[src/rtl/legv8_pkg.sv]
`default_nettype none
// ============================================================================
// Module      : legv8_pkg
// Description : Shared LEGv8 decode constants. Holds the opcode patterns, the
//               ALUCtl codes, the instruction field positions, the XZR/link
//               register indices, a decoded-operation enum and the opcode
//               classifier used by instruction_decode.
// Config      : INSTRUCTION_DECODE_BL_EN (consumed by instruction_decode,
//               passed into decode_op through its bl_en argument)
// Revision    : 1.0 - initial release
// ============================================================================
package legv8_pkg;

    // 11-bit opcodes, instruction[31:21]
    localparam logic [10:0] OPC_HALT = 11'b11111111111;
    localparam logic [10:0] OPC_ADD  = 11'b10001011000;
    localparam logic [10:0] OPC_SUB  = 11'b11001011000;
    localparam logic [10:0] OPC_AND  = 11'b10001010000;
    localparam logic [10:0] OPC_ORR  = 11'b10101010000;
    localparam logic [10:0] OPC_LDUR = 11'b11111000010;
    localparam logic [10:0] OPC_STUR = 11'b11111000000;
    localparam logic [10:0] OPC_BR   = 11'b11010110000;
    // 10-bit opcodes, instruction[31:22]
    localparam logic [9:0]  OPC_ADDI = 10'b1001000100;
    localparam logic [9:0]  OPC_SUBI = 10'b1101000100;
    // 8-bit opcodes, instruction[31:24]
    localparam logic [7:0]  OPC_CBZ  = 8'b10110100;
    localparam logic [7:0]  OPC_CBNZ = 8'b10110101;
    // 6-bit opcodes, instruction[31:26]
    localparam logic [5:0]  OPC_B    = 6'b000101;
    localparam logic [5:0]  OPC_BL   = 6'b100101;

    // ALUCtl codes
    localparam logic [3:0]  ALU_AND  = 4'b0000;
    localparam logic [3:0]  ALU_ORR  = 4'b0001;
    localparam logic [3:0]  ALU_ADD  = 4'b0010;
    localparam logic [3:0]  ALU_SUB  = 4'b0110;
    localparam logic [3:0]  ALU_PASS = 4'b0111;

    // Field positions
    localparam int RD_MSB    = 4;
    localparam int RD_LSB    = 0;
    localparam int RN_MSB    = 9;
    localparam int RN_LSB    = 5;
    localparam int RM_MSB    = 20;
    localparam int RM_LSB    = 16;
    localparam int IMM12_MSB = 21;
    localparam int IMM12_LSB = 10;
    localparam int ADDR9_MSB = 20;
    localparam int ADDR9_LSB = 12;
    localparam int IMM19_MSB = 23;
    localparam int IMM19_LSB = 5;
    localparam int IMM26_MSB = 25;
    localparam int IMM26_LSB = 0;

    localparam logic [4:0] XZR      = 5'd31;
    localparam logic [4:0] LINK_REG = 5'd30;

    typedef enum logic [3:0] {
        OP_ILLEGAL = 4'd0,
        OP_HALT    = 4'd1,
        OP_ADD     = 4'd2,
        OP_SUB     = 4'd3,
        OP_AND     = 4'd4,
        OP_ORR     = 4'd5,
        OP_LDUR    = 4'd6,
        OP_STUR    = 4'd7,
        OP_BR      = 4'd8,
        OP_ADDI    = 4'd9,
        OP_SUBI    = 4'd10,
        OP_CBZ     = 4'd11,
        OP_CBNZ    = 4'd12,
        OP_B       = 4'd13,
        OP_BL      = 4'd14
    } op_e;

    // Longest opcode first: HALT, then 11/10/8/6-bit patterns.
    function automatic op_e decode_op(input logic [31:0] instr, input logic bl_en);
        op_e op;
        op = OP_ILLEGAL;
        if (instr[31:21] == OPC_HALT)                 op = OP_HALT;
        else if (instr[31:21] == OPC_ADD)             op = OP_ADD;
        else if (instr[31:21] == OPC_SUB)             op = OP_SUB;
        else if (instr[31:21] == OPC_AND)             op = OP_AND;
        else if (instr[31:21] == OPC_ORR)             op = OP_ORR;
        else if (instr[31:21] == OPC_LDUR)            op = OP_LDUR;
        else if (instr[31:21] == OPC_STUR)            op = OP_STUR;
        else if (instr[31:21] == OPC_BR)              op = OP_BR;
        else if (instr[31:22] == OPC_ADDI)            op = OP_ADDI;
        else if (instr[31:22] == OPC_SUBI)            op = OP_SUBI;
        else if (instr[31:24] == OPC_CBZ)             op = OP_CBZ;
        else if (instr[31:24] == OPC_CBNZ)            op = OP_CBNZ;
        else if (instr[31:26] == OPC_B)               op = OP_B;
        else if (bl_en && instr[31:26] == OPC_BL)     op = OP_BL;
        return op;
    endfunction

endpackage
`default_nettype wire

[src/rtl/reg_file.sv]
`default_nettype none
// ============================================================================
// Module      : reg_file
// Description : 32 x 64-bit LEGv8 register file. Two asynchronous read
//               ports, a write-back port and a link port (X30 only), async
//               active-low clear, X31 reads as zero, and same-cycle bypass of
//               the write-back port onto the read ports.
// Ports       : clk, rst_n
//               rd_addr1/rd_data1, rd_addr2/rd_data2 - read ports
//               wb_en, wb_addr, wb_data              - write-back port
//               link_en, link_data                   - X30 link write
// Revision    : 1.0 - initial release
// ============================================================================
module reg_file
    import legv8_pkg::*;
(
    input  logic        clk,
    input  logic        rst_n,
    input  logic [4:0]  rd_addr1,
    output logic [63:0] rd_data1,
    input  logic [4:0]  rd_addr2,
    output logic [63:0] rd_data2,
    input  logic        wb_en,
    input  logic [4:0]  wb_addr,
    input  logic [63:0] wb_data,
    input  logic        link_en,
    input  logic [63:0] link_data
);

    logic [63:0] regs [32];

    // Entry 31 is never written, so it stays at its cleared value.
    always_ff @(posedge clk or negedge rst_n) begin
        if (!rst_n) begin
            for (int i = 0; i < 32; i++) begin
                regs[i] <= '0;
            end
        end else begin
            if (wb_en && (wb_addr != XZR)) begin
                regs[wb_addr] <= wb_data;
            end
            // Placed last so the link write wins a collision on X30.
            if (link_en) begin
                regs[LINK_REG] <= link_data;
            end
        end
    end

    // Bypass is held off during reset so a cleared file reads as zero.
    always_comb begin
        if (rd_addr1 == XZR)
            rd_data1 = '0;
        else if (rst_n && wb_en && (wb_addr == rd_addr1))
            rd_data1 = wb_data;
        else
            rd_data1 = regs[rd_addr1];
    end

    always_comb begin
        if (rd_addr2 == XZR)
            rd_data2 = '0;
        else if (rst_n && wb_en && (wb_addr == rd_addr2))
            rd_data2 = wb_data;
        else
            rd_data2 = regs[rd_addr2];
    end

endmodule
`default_nettype wire

[src/rtl/instruction_decode.sv]
`default_nettype none
// ============================================================================
// Module      : instruction_decode
// Description : LEGv8 single-cycle decode stage. Decodes the instruction word,
//               reads operands from the register file, produces immediates and
//               datapath controls, and resolves B/BR/CBZ/CBNZ (and BL) so fetch
//               gets PCSrc/BranchAddress in the same cycle.
// Config      : INSTRUCTION_DECODE_BL_EN - enables BL (branch + X30 <= PC+4);
//               when undefined BL decodes as Illegal.
// Ports       : clk, rst_n; instruction, PC in; PCSrc, BranchAddress out;
//               wb_en/wb_addr/wb_data write-back in; ReadData1/2, ImmExt,
//               WriteReg, RegWrite, MemRead, MemWrite, MemToReg, ALUSrc,
//               ALUCtl, Halt, Illegal out.
// Revision    : 1.0 - initial release
// ============================================================================
module instruction_decode
    import legv8_pkg::*;
(
    input  logic        clk,
    input  logic        rst_n,
    input  logic [31:0] instruction,
    input  logic [63:0] PC,
    output logic        PCSrc,
    output logic [63:0] BranchAddress,
    input  logic        wb_en,
    input  logic [4:0]  wb_addr,
    input  logic [63:0] wb_data,
    output logic [63:0] ReadData1,
    output logic [63:0] ReadData2,
    output logic [63:0] ImmExt,
    output logic [4:0]  WriteReg,
    output logic        RegWrite,
    output logic        MemRead,
    output logic        MemWrite,
    output logic        MemToReg,
    output logic        ALUSrc,
    output logic [3:0]  ALUCtl,
    output logic        Halt,
    output logic        Illegal
);

`ifdef INSTRUCTION_DECODE_BL_EN
    localparam logic BL_EN = 1'b1;
`else
    localparam logic BL_EN = 1'b0;
`endif

    op_e         op;
    logic [4:0]  rn;
    logic [4:0]  rm;
    logic [4:0]  rt;
    logic [4:0]  rd2_addr;
    logic        link_en;
    // Ungated decode results; reset masks them below.
    logic        pc_src_d;
    logic        reg_write_d;
    logic        mem_read_d;
    logic        mem_write_d;
    logic        alu_src_d;
    logic [3:0]  alu_ctl_d;

    assign op       = decode_op(instruction, BL_EN);
    assign rn       = instruction[RN_MSB:RN_LSB];
    assign rm       = instruction[RM_MSB:RM_LSB];
    assign rt       = instruction[RD_MSB:RD_LSB];
    assign WriteReg = rt;

    // Stores and compare-branches need the Rt value on port 2.
    assign rd2_addr = (op == OP_STUR || op == OP_CBZ || op == OP_CBNZ) ? rt : rm;
    assign link_en  = (op == OP_BL);

    reg_file u_reg_file (
        .clk       (clk),
        .rst_n     (rst_n),
        .rd_addr1  (rn),
        .rd_data1  (ReadData1),
        .rd_addr2  (rd2_addr),
        .rd_data2  (ReadData2),
        .wb_en     (wb_en),
        .wb_addr   (wb_addr),
        .wb_data   (wb_data),
        .link_en   (link_en),
        .link_data (PC + 64'd4)
    );

    always_comb begin
        ImmExt = '0;
        case (op)
            OP_ADDI, OP_SUBI:
                ImmExt = {52'd0, instruction[IMM12_MSB:IMM12_LSB]};
            OP_LDUR, OP_STUR:
                ImmExt = {{55{instruction[ADDR9_MSB]}}, instruction[ADDR9_MSB:ADDR9_LSB]};
            OP_CBZ, OP_CBNZ:
                ImmExt = {{43{instruction[IMM19_MSB]}}, instruction[IMM19_MSB:IMM19_LSB], 2'b00};
            OP_B, OP_BL:
                ImmExt = {{36{instruction[IMM26_MSB]}}, instruction[IMM26_MSB:IMM26_LSB], 2'b00};
            default: ;
        endcase
    end

    assign BranchAddress = (op == OP_BR) ? ReadData1 : (PC + ImmExt);

    always_comb begin
        pc_src_d    = 1'b0;
        reg_write_d = 1'b0;
        mem_read_d  = 1'b0;
        mem_write_d = 1'b0;
        alu_src_d   = 1'b0;
        alu_ctl_d   = ALU_AND;
        case (op)
            OP_ADD:  begin reg_write_d = 1'b1; alu_ctl_d = ALU_ADD; end
            OP_SUB:  begin reg_write_d = 1'b1; alu_ctl_d = ALU_SUB; end
            OP_AND:  begin reg_write_d = 1'b1; alu_ctl_d = ALU_AND; end
            OP_ORR:  begin reg_write_d = 1'b1; alu_ctl_d = ALU_ORR; end
            OP_ADDI: begin reg_write_d = 1'b1; alu_src_d = 1'b1; alu_ctl_d = ALU_ADD; end
            OP_SUBI: begin reg_write_d = 1'b1; alu_src_d = 1'b1; alu_ctl_d = ALU_SUB; end
            OP_LDUR: begin
                reg_write_d = 1'b1;
                mem_read_d  = 1'b1;
                alu_src_d   = 1'b1;
                alu_ctl_d   = ALU_ADD;
            end
            OP_STUR: begin mem_write_d = 1'b1; alu_src_d = 1'b1; alu_ctl_d = ALU_ADD; end
            OP_CBZ:  begin pc_src_d = (ReadData2 == 64'd0); alu_ctl_d = ALU_PASS; end
            OP_CBNZ: begin pc_src_d = (ReadData2 != 64'd0); alu_ctl_d = ALU_PASS; end
            OP_B, OP_BL, OP_BR: pc_src_d = 1'b1;
            default: ;
        endcase
    end

    assign PCSrc    = rst_n & pc_src_d;
    assign RegWrite = rst_n & reg_write_d;
    assign MemRead  = rst_n & mem_read_d;
    assign MemToReg = rst_n & mem_read_d;
    assign MemWrite = rst_n & mem_write_d;
    assign ALUSrc   = rst_n & alu_src_d;
    assign ALUCtl   = rst_n ? alu_ctl_d : 4'b0000;
    assign Halt     = rst_n & (op == OP_HALT);
    assign Illegal  = rst_n & (op == OP_ILLEGAL);

endmodule
`default_nettype wire

[config.mk]
export PLATFORM = sky130hd
export DESIGN_NAME = instruction_decode
export DESIGN_NICKNAME = d
export VERILOG_FILES = /design/src/rtl/legv8_pkg.sv /design/src/rtl/reg_file.sv /design/src/rtl/instruction_decode.sv
export SDC_FILE = /design/constraint.sdc
export NUM_CORES = 2
export LEC_CHECK = 0
export CAP_MARGIN = 5
export CORE_AREA = 2 2 770 389
export DETAILED_ROUTE_END_ITERATION = 6
export DIE_AREA = 0 0 772 391
export HOLD_SLACK_MARGIN = 0.05
export SYNTH_ARGS = -nofsm -noshare
export SYNTH_HDL_FRONTEND = slang
export SYNTH_SLANG_ARGS = --single-unit
[constraint.sdc]
create_clock -name clk -period 9.35 [get_ports clk]
set_clock_uncertainty 0.1 [all_clocks]
set_input_delay 1.87 -clock clk [delete_from_list [all_inputs] [get_ports clk]]
set_output_delay 1.87 -clock clk [all_outputs]
set_load 0.02 [all_outputs]
# [Yosys cells after proc, flatten, opt, wreduce, memory -nomap -nowiden]
# Index checks and enable logic that the tools add are counted.
[word_totals] out_inout_bits=273 ram_bits=0 n_memories=0 rom_bits=0 ff_bits=2048 input_bits=168 latchBits=0
[op_classes] n_mul=0 bitwise=10 n_reduce_logical=20 order_cmp=4 n_eq_ne=32 shift=0 muxes=38 div=0 n_addsub=2
[op_table] op="bitwise mux 2048 bit" n=1
[op_table] op="2-to-1 mux 64 bit" n=11
[op_table] op="binary-select mux 64 bit (select 5 bit)" n=2
[op_table] op="demux 64 bit (select 5 bit)" n=1
[op_table] op="one-hot mux 64 bit (4 select lines)" n=1
[op_table] op="2-to-1 mux 128 bit" n=1
[op_table] op="equality test 11 bit (second input constant)" n=8
[op_table] op="adder 64 x 3 -> 64 bit (second input constant)" n=1
[op_table] op="adder 64 bit" n=1
[op_table] op="logical NOT 64 bit" n=1
[op_table] op="nonzero test 64 bit" n=1
[op_table] op="2-to-1 mux 4 bit" n=14
[op_table] op="equality test 4 bit (second input constant)" n=7
[op_table] op="equality test 10 bit (second input constant)" n=2
[op_table] op=">= comparator 6 bit (second input constant)" n=3
[op_table] op="NOT 5 -> 6 bit" n=3
[op_table] op="equality test 4 x 3 -> 1 bit (second input constant)" n=4
[op_table] op="equality test 8 bit (second input constant)" n=2
[op_table] op="one-hot mux 3 bit (4 select lines)" n=1
[op_table] op="equality test 5 bit" n=2
[op_table] op="equality test 5 bit (second input constant)" n=2
[op_table] op="OR reduction 2 bit" n=5
[op_table] op="equality test 4 x 2 -> 1 bit (second input constant)" n=2
[op_table] op="OR reduction 4 bit" n=2
[op_table] op="other kinds (14)" n=28

# [Longest topological paths before layout]
[depth] ltp_word=27 mapped_depth=23 depth_no_buf=20

# [Hierarchy]
# A second synthesis with hierarchy kept.
[hier_totals] cells_unflattened=8224 area_unflattened_um2=118446.1
[by_module_without_submodules] mod="reg_file" instances=1 area_per_inst_um2=111834.8 seq_area_each_um2=51249.2 cells_each=7189
[by_module_without_submodules] mod="instruction_decode" instances=1 area_per_inst_um2=6611.3 seq_area_each_um2=0.0 cells_each=1035

# [Worst setup path after synthesis]
# Ideal clock, no wire load.
[synth_timing] path_type="input to output" from="input port instruction[25]" to="output port BranchAddress[63]" slack_ps=-704 arrival_time_ps=8084 stages=22 path_buffers=2 required_time_ps=7380 cell_sequence="and3b_1 > clkbuf_1 > clkbuf_1 > nand2_1 > nor4_1 > a22oi_1 > nand2_1 > ha_1 > a21oi_1 > o21ai_0 > a21o_1 > a21o_1 > a21o_1 > a31oi_1 > o21bai_1 > o21ai_0 > a21oi_1 > a41o_1 > a221oi_1 > o21ai_0 > o2111a_1 > nor3_1"
[synth_via] elab_chain_cells=18
[synth_rtl] item="start: declaration" line="instruction_decode.sv:21" rtl="input logic [31:0] instruction,"
[synth_rtl] item="equality test 8 bit" line="legv8_pkg.sv:92" rtl="else if (instr[31:24] == OPC_CBNZ) op = OP_CBNZ;"
[synth_rtl] item="2-to-1 mux 4 bit" line="legv8_pkg.sv:92"
[synth_rtl] item="2-to-1 mux 4 bit" line="legv8_pkg.sv:91" rtl="else if (instr[31:24] == OPC_CBZ) op = OP_CBZ;"
[synth_rtl] item="2-to-1 mux 4 bit" line="legv8_pkg.sv:90" rtl="else if (instr[31:22] == OPC_SUBI) op = OP_SUBI;"
[synth_rtl] item="2-to-1 mux 4 bit" line="legv8_pkg.sv:89" rtl="else if (instr[31:22] == OPC_ADDI) op = OP_ADDI;"
[synth_rtl] item="2-to-1 mux 4 bit" line="legv8_pkg.sv:88" rtl="else if (instr[31:21] == OPC_BR) op = OP_BR;"
[synth_rtl] item="2-to-1 mux 4 bit" line="legv8_pkg.sv:87" rtl="else if (instr[31:21] == OPC_STUR) op = OP_STUR;"
[synth_rtl] item="2-to-1 mux 4 bit" line="legv8_pkg.sv:86" rtl="else if (instr[31:21] == OPC_LDUR) op = OP_LDUR;"
[synth_rtl] item="(+3 left out)"
[synth_rtl] item="2-to-1 mux 4 bit" line="legv8_pkg.sv:82" rtl="else if (instr[31:21] == OPC_ADD) op = OP_ADD;"
[synth_rtl] item="2-to-1 mux 4 bit" line="legv8_pkg.sv:81" rtl="if (instr[31:21] == OPC_HALT) op = OP_HALT;"
[synth_rtl] item="equality test 4 bit / equality test 4 x 3 -> 1 bit (equally long branches)" line="instruction_decode.sv:88" rtl="case (op)"
[synth_rtl] item="OR reduction 2 bit (on tied branches)"
[synth_rtl] item="one-hot mux 64 bit (4 select lines) (*)" line="instruction_decode.sv:88"
[synth_rtl] item="named net ImmExt[27]" line="instruction_decode.sv:30" rtl="output logic [63:0] ImmExt,"
[synth_rtl] item="adder 64 bit (*)" line="instruction_decode.sv:101" rtl="assign BranchAddress = (op == OP_BR) ? ReadData1 : (PC + ImmExt);"
[synth_rtl] item="2-to-1 mux 64 bit (*)" line="instruction_decode.sv:101"
[synth_rtl] item="end: declaration" line="instruction_decode.sv:24" rtl="output logic [63:0] BranchAddress,"
# Mark *: on every way through the listed nets, which the timed path passes. The rest lies on a longest branch.

# [Worst setup path in the final report]
[layout_timing] from="input port instruction[26]" to="output port PCSrc"
[layout_via] elab_chain_cells=27
[layout_rtl] item="equality test 6 x 3 -> 1 bit" line="legv8_pkg.sv:93" rtl="else if (instr[31:26] == OPC_B) op = OP_B;"
[layout_rtl] item="2-to-1 mux 4 bit" line="legv8_pkg.sv:93"
[layout_rtl] item="2-to-1 mux 4 bit" line="legv8_pkg.sv:92"
[layout_rtl] item="2-to-1 mux 4 bit" line="legv8_pkg.sv:91"
[layout_rtl] item="2-to-1 mux 4 bit" line="legv8_pkg.sv:90"
[layout_rtl] item="2-to-1 mux 4 bit" line="legv8_pkg.sv:89"
[layout_rtl] item="2-to-1 mux 4 bit" line="legv8_pkg.sv:88"
[layout_rtl] item="2-to-1 mux 4 bit" line="legv8_pkg.sv:87"
[layout_rtl] item="(+10 left out)"
[layout_rtl] item="NOT 5 -> 6 bit (not written as such)" line="reg_file.sv:65" rtl="rd_data2 = regs[rd_addr2];"
[layout_rtl] item="binary-select mux 64 bit (select 5 bit)" line="reg_file.sv:65"
[layout_rtl] item="2-to-1 mux 64 bit (not written as such) (2 in series)" line="reg_file.sv:65"
[layout_rtl] item="2-to-1 mux 64 bit" line="reg_file.sv:62" rtl="else if (rst_n && wb_en && (wb_addr == rd_addr2))"
[layout_rtl] item="2-to-1 mux 64 bit" line="reg_file.sv:60" rtl="if (rd_addr2 == XZR)"
[layout_rtl] item="nonzero test 64 bit / logical NOT 64 bit (equally long branches)" line="instruction_decode.sv:125, instruction_decode.sv:124"
[layout_rtl] item="one-hot mux 1 bit (3 select lines) (*)" line="instruction_decode.sv:110" rtl="case (op)"
[layout_rtl] item="AND 1 bit (*)" line="instruction_decode.sv:131" rtl="assign PCSrc = rst_n & pc_src_d;"
[layout_rtl] item="end: declaration" line="instruction_decode.sv:23" rtl="output logic PCSrc,"
# Every way passes the cells marked *; elsewhere a longest branch is shown, timed or not. The select of a mux whose other input is x is not followed.

==> run metrics <==
max FFs per register=2048; Most flops, register=u_reg_file.regs; HP Class=reg2reg; final hold vios=0; status=complete, but fails checks; Seq/Total Area, Yosys=43.65%; Cell Chain, Critical Path=clkdlybuf4s50_1 -> and4b_1 -> buf_4 -> buf_4 -> a21oi_1 -> buf_12 -> o211a_4 -> buf_12 -> buf_16 -> buf_4 -> nand2_1 -> nand3_1 -> nand3_1 -> nor4_1 -> nor3_1 -> nor2_1 -> nor3_1 -> buf_4 -> o211ai_1 -> a2111oi_4 -> buf_4 -> and2_1 -> o211ai_1 -> buf_12; DPL Wire Length=333.5 mm; clock buffer depth=4; 1st-iter DRT viols=14140; clock latency on the worst-skew pair=0.91 ns; Worst path slowest cell=nor4_1; final design utilization=46.79%; Hold EP=u_reg_file.regs[56]; Req. time, crit path=7.38 ns; wirelength, routed=525.1 mm; Placement Cell Area=130600 sq um; share of layout cells above drive strength 1=38.03%; GRT Overall Usage=33.70%; Synth Flop Type=dfrtp_1; first-pass GRT wire length=729.9 mm; count of cell types in the netlist=98; CP arrival=7.39 ns; critical path's largest stage delay=0.69 ns; violated checks=setup timing; Power per Cell Area=198.6 nW/um^2; crit path launch type=input port; Post-synth EDFFs=0; Synth Cell Area=117400 sq um; Via density=6.609; worst hold start=u_reg_file.regs[56]; I/O Pins=441; max_slew headroom=9.536%; Die Ht=391 microns; port bufs=439; fmax=106.8 MHz; fin nets=10840; worst hold slack=0.2989 ns; RR Endpoint=u_reg_file.regs[667]; Root Driver=clkbuf_16; DIE WIDTH=772 microns; CP Capture Type=primary output; CTS tree=built; number of max-cap violations=0; Regs by FF count=u_reg_file.regs x2048; syn avg cell area=11.56 sq um; FF-to-FF setup slack=8.33 ns; Async S/R FF share, synth=100.0%; Peak VDD IR=182.2 uV; clk sinks=2048; clock period minus worst slack=9.364 ns; total number of vias=97280; Worst Tran Pin Value=1.354 ns; part of the cycle the worst path needs=100.2%; DR WL/cell=35.68 microns; Rows=142; Crit Path Max Fanout=24; Slew Viols, Final=0; Yosys warnings=0; CTS H-tree depth=4; RSZ-0062 raised after global routing=true; Pleak=0.06090 uW; Syn Nets=10390; R2R Path Start=u_reg_file.regs[667]; hold depth=0; Pre-antenna DRT Iters=7; RD Place Congestion=0.9726; ANT nets after route=0; cell mode on critical path=buf_4; Clock Pin Slew Worst Setup and Hold Paths=0.07 ns; Setup CP Type=in2out; antenna violations before repair=41; Initial Util=39.62%; vias in the first global route=93180; number of buffers created by CTS=190; area delta synth->final=18.11%; DRC viols=0; Finished Cell Area=138700 sq um; die area=301900 sq um; gr ovfl total=0; Final setup viols=1; core area=296400 sq um; PnR worst setup slack=-0.01439 ns; largest net degree at the start of global routing=166; Reg2Reg Depth=1; Tot Pwr=27540 uW; Seq cells post-synth=2048; Syn Inst Count=10150
==> worst max-delay path by stage <==
stage,from,to,slack [ns],cells past startpoint
5_1_grt,instruction[26],PCSrc,-0.05,27
3_3_place_gp,instruction[27],PCSrc,-0.74,23
2_1_floorplan,instruction[24],BranchAddress[62],0.23,19
6_report,instruction[26],PCSrc,-0.01,24
3_5_place_dp,instruction[25],BranchAddress[62],-0.80,23
4_1_cts,instruction[22],PCSrc,0.005,25
==> cell usage after synthesis (9+ instances only) <==
cell type	instances	area, sq um
nand4_1	89	556.8
and3_1	95	594.3
a32oi_1	21	183.9
xor2_1	20	175.2
nand3_1	566	2833
mux2i_1	366	3664
o21a_1	12	90.09
o21bai_1	15	112.6
mux2_2	2001	22530
a31oi_1	117	732.0
o31ai_1	10	75.07
inv_1	39	146.4
nor2_1	255	957.2
a32o_1	12	120.1
xnor2_1	44	385.4
nor2b_1	25	156.4
a221o_1	9	90.09
nand2_1	1470	5518
a22oi_1	108	810.8
dfrtp_1	2048	51250
buf_4	55	412.9
a21oi_1	304	1521
mux4_2	629	14170
o2111ai_1	25	219.0
nor3_1	48	240.2
a21o_1	38	285.3
or3_1	14	87.58
o21ai_0	141	705.7
o221ai_1	15	131.4
clkbuf_1	716	2688
a211o_1	12	105.1
a221oi_1	15	131.4
a22o_1	18	157.7
buf_2	152	760.7
buf_1	153	574.3
o22ai_1	39	244.0
a211oi_1	143	1074
a31o_2	10	87.58
a2111oi_0	11	96.34
ha_1	63	788.3
o211ai_1	29	217.7
nand2b_1	16	100.1
nor4_1	31	193.9
==> placed cells by master, fill, tap and decap left out, types with 21 or more instances in the layout <==
| master | netlist | routed |
|---|---|---|
| o2111ai_1 | 25 | 24 |
| nor2_1 | 255 | 233 |
| nor2b_1 | 25 | 25 |
| clkinv_2 | 0 | 28 |
| buf_4 | 55 | 768 |
| buf_6 | 8 | 25 |
| mux2_2 | 2001 | 2001 |
| nand4_1 | 89 | 89 |
| a31oi_1 | 117 | 116 |
| nand3_1 | 566 | 565 |
| clkdlybuf4s50_1 | 0 | 375 |
| a21o_1 | 38 | 37 |
| ha_1 | 63 | 59 |
| mux2i_1 | 366 | 362 |
| a32oi_1 | 21 | 21 |
| a21oi_1 | 304 | 283 |
| xnor2_1 | 44 | 43 |
| nand2_1 | 1470 | 1442 |
| a211oi_1 | 143 | 131 |
| nor4_1 | 31 | 25 |
| clkbuf_1 | 716 | 33 |
| clkbuf_8 | 0 | 51 |
| inv_1 | 39 | 39 |
| clkbuf_16 | 0 | 201 |
| mux4_2 | 629 | 629 |
| o22ai_1 | 39 | 33 |
| a22oi_1 | 108 | 106 |
| nor3_1 | 48 | 37 |
| o21ai_0 | 141 | 126 |
| o211ai_1 | 29 | 29 |
| dfrtp_1 | 2048 | 2048 |
| and3_1 | 95 | 94 |
| buf_12 | 0 | 123 |
==> power breakdown <==
part	switching (uW)	internal, uW	leakage [uW]	total, uW
registers	1380	10500	0.0263	11900
clock network	3770	4540	0.00309	8310
logic	3670	3640	0.0316	7300
==> per-layer routing <==
layer  global-route usage (%)  up-vias  part of all wire [%]
li1                         -    38280                     -
met1                    46.88    50470                    40
met2                    45.02     7190                    40
met3                    14.82     1300                    15
met4                    14.64       42                   5.0
met5                        0        -                  0.18
==> cell families (layout without fill, tap and decap cells) <==
kind of cell	count (synthesis)	in the layout	synth area share, %
compound gates	1183	1183	6.796
other cells	1	17	0.003194
simple gates	2674	2674	10.02
xor+xnor	64	64	0.4775
fa+ha+maj	64	64	0.6885
buf+inv	1123	1713	3.979
flops	2048	2048	43.65
mux	2996	2996	34.38
==> cell type report <==
cell class	instances	area [sq um]
diodes	16	40.04
well taps	3960	4955
clock buffers	277	5655
fillers	26250	157700
repair buffers	1344	13270
clock inverters	53	624.3
multi-input cells	6982	62720
flip-flops and latches	2048	51250
inverters	39	146.4
==> stage by stage <==
stage | cells | TNS, ns | setup slack (ns)
final | 14720 | -0.01439 | -0.01439
after global routing | 14710 | -0.08499 | -0.04604
after floorplan | 10150 | 0 | 0.2278
after detailed placement | 14300 | -6.402 | -0.7970
after global placement | 14300 | -5.432 | -0.7409
after CTS | 14670 | 0 | 0.005474
==> critical path: cells and delay by family <==
| family | cells | cell delay [ns] |
|---|---|---|
| compound gates | 5 | 1.03 |
| buf+inv | 10 | 2.42 |
| simple gates | 9 | 1.97 |
==> timing repair <==
action / CTS / global route
endpoints found under the hold margin: 0 / 0
buffers inserted: 30 / 27
hold buffers: 0 / 0
pin swaps: 23 / 38
setup endpoints to repair: 20 / 25
resized for setup: 84 / 149
gates cloned: 6 / 8
(Power assumes the default switching activity.)
